===== src/rtl/qed_instr_cache.sv =====
// Instruction record/replay cache: records the original fetch stream, then
// replays it once for the duplicate stream. Output is registered, one ena-cycle late.
module qed_instr_cache #(
  parameter int          DEPTH = 16,
  parameter logic [31:0] NOP   = 32'h00000013
) (
  input  logic                     clk,
  input  logic                     rst,
  input  logic                     ena,
  input  logic                     exec_dup,
  input  logic                     ifu_vld,
  input  logic [31:0]              ifu_instruction,
  output logic [31:0]              qic_qimux_instruction,
  output logic                     qic_vld,
  output logic                     cache_full,
  output logic                     replay_done,
  output logic [$clog2(DEPTH):0]   count
);

  localparam int PW = $clog2(DEPTH);
  localparam int CW = PW + 1;
  localparam logic [CW-1:0] L_DEPTH = CW'(DEPTH);

  localparam logic [1:0] S_RECORD = 2'd0;
  localparam logic [1:0] S_REPLAY = 2'd1;
  localparam logic [1:0] S_DONE   = 2'd2;

  logic [1:0]    r_state;
  logic [PW-1:0] r_wr_ptr;
  logic [PW-1:0] r_rd_ptr;
  logic [CW-1:0] r_count;
  logic [31:0]   r_out;
  logic          r_vld;
  logic          r_full;
  logic          r_done;
  logic [31:0]   r_mem [DEPTH];

  logic [1:0]    w_mode;
  logic [CW-1:0] w_base_cnt;
  logic [PW-1:0] w_base_wr;
  logic [PW-1:0] w_rd_idx;
  logic          w_rec;
  logic [CW-1:0] w_cnt_nxt;
  logic [CW-1:0] w_rd_nxt;

  assign qic_qimux_instruction = r_out;
  assign qic_vld               = r_vld;
  assign cache_full            = r_full;
  assign replay_done           = r_done;
  assign count                 = r_count;

  // The mode this cycle is handled in: a mode change takes effect on the same cycle it is seen.
  always_comb begin
    w_mode     = r_state;
    w_base_cnt = r_count;
    w_base_wr  = r_wr_ptr;
    w_rd_idx   = r_rd_ptr;
    case (r_state)
      S_RECORD: begin
        if (exec_dup) begin
          w_mode   = (r_count != {CW{1'b0}}) ? S_REPLAY : S_DONE;
          w_rd_idx = {PW{1'b0}};
        end else begin
          w_mode = S_RECORD;
        end
      end
      S_REPLAY, S_DONE: begin
        if (!exec_dup) begin
          w_mode     = S_RECORD;
          w_base_cnt = {CW{1'b0}};
          w_base_wr  = {PW{1'b0}};
        end else begin
          w_mode = r_state;
        end
      end
      default: begin
        w_mode     = S_RECORD;
        w_base_cnt = {CW{1'b0}};
        w_base_wr  = {PW{1'b0}};
      end
    endcase
    w_rec     = (w_mode == S_RECORD) && ifu_vld && (ifu_instruction != NOP) &&
                (w_base_cnt < L_DEPTH);
    w_cnt_nxt = w_rec ? (w_base_cnt + {{(CW-1){1'b0}}, 1'b1}) : w_base_cnt;
    w_rd_nxt  = {1'b0, w_rd_idx} + {{(CW-1){1'b0}}, 1'b1};
  end

  // Control state, pointers and registered outputs.
  always_ff @(posedge clk) begin
    if (rst) begin
      r_state  <= S_RECORD;
      r_wr_ptr <= {PW{1'b0}};
      r_rd_ptr <= {PW{1'b0}};
      r_count  <= {CW{1'b0}};
      r_out    <= NOP;
      r_vld    <= 1'b0;
      r_full   <= 1'b0;
      r_done   <= 1'b0;
    end else if (ena) begin
      case (w_mode)
        S_RECORD: begin
          r_state  <= S_RECORD;
          r_wr_ptr <= w_rec ? (w_base_wr + {{(PW-1){1'b0}}, 1'b1}) : w_base_wr;
          r_rd_ptr <= {PW{1'b0}};
          r_count  <= w_cnt_nxt;
          r_out    <= ifu_instruction;
          r_vld    <= ifu_vld;
          r_full   <= (w_cnt_nxt == L_DEPTH);
          r_done   <= 1'b0;
        end
        S_REPLAY: begin
          r_out    <= r_mem[w_rd_idx];
          r_vld    <= 1'b1;
          r_done   <= 1'b0;
          r_rd_ptr <= w_rd_nxt[PW-1:0];
          r_state  <= (w_rd_nxt == r_count) ? S_DONE : S_REPLAY;
        end
        S_DONE: begin
          r_state <= S_DONE;
          r_out   <= NOP;
          r_vld   <= 1'b0;
          r_done  <= 1'b1;
        end
        default: begin
          r_state <= S_RECORD;
        end
      endcase
    end
  end

  // Storage needs no reset; the count alone decides which entries are live.
  always_ff @(posedge clk) begin
    if (!rst && ena && w_rec) begin
      r_mem[w_base_wr] <= ifu_instruction;
    end
  end

endmodule


===== config.mk =====
export PLATFORM = sky130hd
export DESIGN_NAME = qed_instr_cache
export DESIGN_NICKNAME = d
export VERILOG_FILES = /design/src/rtl/qed_instr_cache.sv
export SDC_FILE = /design/constraint.sdc
export NUM_CORES = 1
export LEC_CHECK = 0
export ABC_AREA = 0
export CAP_MARGIN = 20
export CORE_MARGIN = 3
export CORE_UTILIZATION = 42
export DETAILED_ROUTE_END_ITERATION = 8
export GPL_TIMING_DRIVEN = 0
export HOLD_SLACK_MARGIN = 0.06
export PLACE_DENSITY_LB_ADDON = 0.15
export SYNTH_ARGS = -nofsm -noshare
export SYNTH_HDL_FRONTEND = slang
export SYNTH_SLANG_ARGS = --single-unit

===== constraint.sdc =====
create_clock -name clk -period 6.4 [get_ports clk]
set_input_delay 1.6 -clock clk [delete_from_list [all_inputs] [get_ports clk]]
set_output_delay 1.6 -clock clk [all_outputs]
set_load 0.02 [all_outputs]

# [Yosys cells after proc, flatten, opt, wreduce, memory -nomap -nowiden]
# Memories as Yosys holds them, arrays and structs flattened.
# Index checks and enable logic that the tools add are counted.
[word_totals] ff_bits=50 rom_bits=0 latchBits=0 mem_count=1 output_inout_bits=40 word_cells=58 ram_bits=512
[memory_table] memory="r_mem" words=16 width=32 read_ports=1 rd_clocked_by_memory_dff=0 wr=1 line_no="36" source="logic [31:0] r_mem [DEPTH];"
[op_classes] div=0 multipliers=0 eq_ne=7 n_mux=20 order_cmp=1 shift=0 addsub=3 reduce_logical=18 bitwise=0
[ops] cell="32-bit one-hot mux with 3 select lines" n=1
[ops] cell="32-bit by 5-bit inequality test with 1-bit output (second input constant)" n=1
[ops] cell="4-bit two-way mux" n=4
[ops] cell="4-bit one-hot mux with 2 select lines" n=2
[ops] cell="5-bit two-way mux" n=2
[ops] cell="5-bit one-hot mux with 2 select lines" n=1
[ops] cell="2-bit two-way mux" n=4
[ops] cell="2-bit one-hot mux with 2 select lines" n=2
[ops] cell="2-bit AND reduction" n=4
[ops] cell="4-bit by 1-bit adder with 5-bit output (second input constant)" n=1
[ops] cell="5-bit by 1-bit adder with 5-bit output (second input constant)" n=1
[ops] cell="5-bit == test" n=1
[ops] cell="5-bit == test (second input constant)" n=1
[ops] cell="1-bit logical AND" n=5
[ops] cell="5-bit < comparator (second input constant)" n=1
[ops] cell="5-bit nonzero test" n=1
[ops] cell="4-bit by 1-bit adder with 4-bit output (second input constant)" n=1
[ops] cell="2-bit by 1-bit == test with 1-bit output (second input constant)" n=2
[ops] cell="2-bit == test (second input constant)" n=2
[ops] cell="2-bit logical NOT" n=2
[ops] cell="2-bit nonzero test" n=2
[ops] cell="2-bit OR reduction" n=2
[ops] cell="1-bit one-hot mux with 3 select lines" n=1
[ops] cell="3-bit nonzero test" n=1
[ops] cell="3 further kinds" n=4

# [Logic depth before layout (Yosys ltp)]
[depth] ltp_word=11 mapped_depth=16 mapped_depth_nobuf=12

# [Worst setup path after synthesis]
# No wires, ideal clock.
[synth_timing] path_kind="input-to-reg" startpoint="in exec_dup" endpoint="mem r_mem[5][0] (enable)" required_time_ps=5979 setup_time_ps=421 t_arrival_ps=4812 slack_ps=1167 n_path_buf=3 stages=12 path_cell_list="buf_4 > and2_4 > buf_2 > buf_1 > a32oi_1 > or2_2 > ha_1 > nand2_1 > a31oi_2 > a21boi_2 > nand4b_1 > nor2_1"
[synth_between] elab_chain_cells=9
[synth_lines] element="start: declaration" line_no="10" source="input logic exec_dup,"
[synth_lines] element="parallel branches: the longest is 9 deep, another holds 5-bit < comparator"
[synth_lines] element="end: declaration" line_no="36"
# Parallel ways; which one is timed is not known.

# [Worst setup path in the final report]
[layout_timing] startpoint="in exec_dup" endpoint="reg r_out[26] (netlist: qic_qimux_instruction[26])"
[layout_between] elab_chain_cells=5
[layout_lines] element="parallel branches: the longest is 5 deep, another holds memory read 16 x 32 bit"
[layout_lines] element="end signal: assignment" line_no="106" source="r_out <= ifu_instruction;"
[layout_lines] element="end signal: assignment" line_no="112" source="r_out <= r_mem[w_rd_idx];"
[layout_lines] element="end: declaration" line_no="32" source="logic [31:0] r_out;"
# Parallel ways; which one is timed is not known.
# A chain may end at the register's enable or synchronous reset.

==> results.cfg <==
[die]
die_w_um = 244
row_count = 86
initial_utilization_pct = 42.9
coreArea_sq_um = 55600
die-area_sq_um = 59700
chipHeight_um = 244
ios = 77

[timing]
period_minus_slack_ps = 5170
fin_crit_sh_pct = 80.8
fmax_mhz = 193
maxSlewViolCount = 0
grt_setup_unrepaired = false
setup_viol = 0
finalHoldViolations = 0
relSlewSlack_pct = 18.8
tns_ps = 0
setup_slack_ps = 1230
tightest_slew_ps = 1220
skew_ps = 13.8

[placement]
placed_cell_area_sq_um = 26000
portBuffers = 75
pre_cts_slack_ps = 669
gp_congestion = 0.856
dp_cells = 2387
dp.final_hpwl_mm = 45.6

[detailed_routing]
vias = 14648
postRouteAntennaNets = 0
routed_wl_mm = 67.6
viasPerCell = 5.86
avgRoutedWirePerCell_um = 27.1
drc_errors = 0
first_pass_iters = 5
drtIter0Drc = 1226

[global_routing]
grtUsageTotal_pct = 22.5
grt_pass1_wl_mm = 99.3
first_global_vias = 14635
overflow = 0
antenna_found_initial = 0
grt_max_degree = 23

[synth]
synth-warning-count = 0
postSynthAreaPerCell_sq_um = 15.4
async_reset_ff_share_pct = 0
yosysMostFrequentCell = edfxtp_1
synth_flop_cell = edfxtp_1
synthCells = 1548
ys_seq_elements = 562
synth_area_leaders = edfxtp_1, mux2i_1, dfxtp_1
synthTopCellsByCount = edfxtp_1, mux2i_1, a21oi_1
yosysUniqueCellTypes = 63
synth_top_area_share_pct = 64.5
synth_edf_count = 512
synth_area_sq_um = 23900
ys_seq_area_share_pct = 68.7
yosysTopAreaCell = edfxtp_1
synth_fp_nets = 1597

[clocking]
cts.clk_slew.worst_paths_ps = 60
cts_resized = 0
hold_buffers = 0
cts_tree = done
clk_path_buf_depth = 3
insertion_delay_ps = 620
htree_levels = 2
cts_buffers = 60
cts_root_buf = clkbuf_16
post_cts_buffers = 0
cts.sinks = 562

[min_path]
whs_path_depth = 2
hp-class = flip-flop to flip-flop

[run_status]
status = finished, final reports clean

[worst_setup_path]
endpoint_kind = flip-flop
crit_required_ps = 6950
cp_top_family = buffers and inverters
slowest_stage = clkbuf_1
critPathBufInv = 7
start_kind = primary input
reg2reg_depth = 16
worstPathArrival_ps = 5720
crit_chain = buf_4 -> and2_4 -> buf_2 -> buf_1 -> nand2b_1 -> a21oi_1 -> inv_1 -> ha_1 -> buf_2 -> nand2_1 -> nor2_1 -> clkbuf_1 -> clkbuf_1 -> o221ai_1 -> o22ai_2
cp.depth = 15
critPathKind = primary input to flip-flop
crit_fanout = 10
slowest_delay_ps = 560

[layout]
syn_to_final_growth_pct = 17.2
stdcell_area_sq_um = 27900
insertedDiodeCount = 0
drive_above_1_share_pct = 14.2
final_cells = 2500
nets = 1750

[pwr]
irDropWorstVdd_v = 0.000204
pwr-share-clk_pct = 41.9
switching_share_pct = 23.1
power.switching_mw = 1.85
intPower_mw = 6.16
power_frac_seq_pct = 50.8
leakagePower_nw = 8.34
p_comb_share_pct = 7.3
finalPower_mw = 8.01
powerDensity_nw_per_um2 = 287

[job]
drv_cap = 0
kinds of logic (layout without fill, tap and decap cells):
group                      count (synthesis)  count (layout)  share of synthesized area [%]
DFF                                      562             562                           68.7
AOI/OAI and AO/OA                        368             368                           12.0
and+or+nand+nor                          308             308                           7.13
muxes                                    155             155                           8.34
buffers and inverters                    137             341                           3.02
adders and majority gates                 12              12                          0.630
xor gates and xnor gates                   6               6                          0.220
registers in the layout, summed over array words and instances (netlist names):
signal,cells
r_mem,512
qic_qimux_instruction,32
count,5
r_rd_ptr,4
r_wr_ptr,4
r_state,2
cache_full,1
qic_vld,1
replay_done,1
power groups by stage:
stage | Clock (mW) | Combinational, mW | Sequential (mW)
6_report | 3.36 | 0.588 | 4.07
5_1_grt | 3.56 | 0.626 | 4.07
4_1_cts | 3.41 | 0.587 | 4.07
3_5_place_dp | 0 | 0.584 | 4.15
3_3_place_gp | 0 | 0.564 | 4.15
2_1_floorplan | 0 | 0.289 | 4.16
stage by stage:
stage | hold WS [ps] | utilization (%)
6_report | 461 | 50.2
2_1_floorplan | 469 | -
5_1_grt | 486 | 50.2
3_3_place_gp | 459 | 45.9
4_1_cts | 461 | 50.2
3_5_place_dp | 453 | 46.8
area by class of cell:
class,count,area (sq um)
tap,748,936
timing repair buffer,91,1140
inverter,12,45.0
clock buffer,75,1630
sequential,562,16400
buffer,125,676
fill,4717,27700
multi-input combinational,849,6870
clock inverter,38,273
worst register-to-register path, stage by stage, from the launching register on:
cell and delay [ps]:
dfxtp_1 340, inv_1 80, ha_1 290, and2_4 240
buf_2 310, buf_1 480, nand2b_1 110, a21oi_1 250
inv_1 100, ha_1 280, buf_2 260, nand2_1 130
nor2_1 330, clkbuf_1 560, clkbuf_1 560, o221ai_1 270
o22ai_2 170
per-layer routing:
metal  share of wire (%)  track usage [%]  routed length (um)
met5                   0                0                   0
met1                  43             31.8               29400
met3                 7.3             3.82                4930
met2                  46             35.9               31400
met4                 2.7             6.97                1860
layout by cell type (no fill, tap or decap), types with 35 or more instances in the layout:
cell,count
clkbuf_16,62
dfxtp_1,50
mux4_2,35
o22ai_1,58
nand2_1,64
nand3_1,46
nand2b_1,62
mux2i_1,120
clkbuf_1,76
clkdlybuf4s50_1,75
a21oi_1,72
edfxtp_1,512
a211oi_1,38
worst paths after layout:
path / startpoint / to / slack, ps
worst max-delay path: exec_dup / qic_qimux_instruction[26] / 1230
worst min-delay path: replay_done / replay_done / 460
worst max register to register: r_state[1] / qic_qimux_instruction[26] / 1600
worst min register to register: replay_done / replay_done / 460
Note: power is estimated with default switching activity, not from simulation.
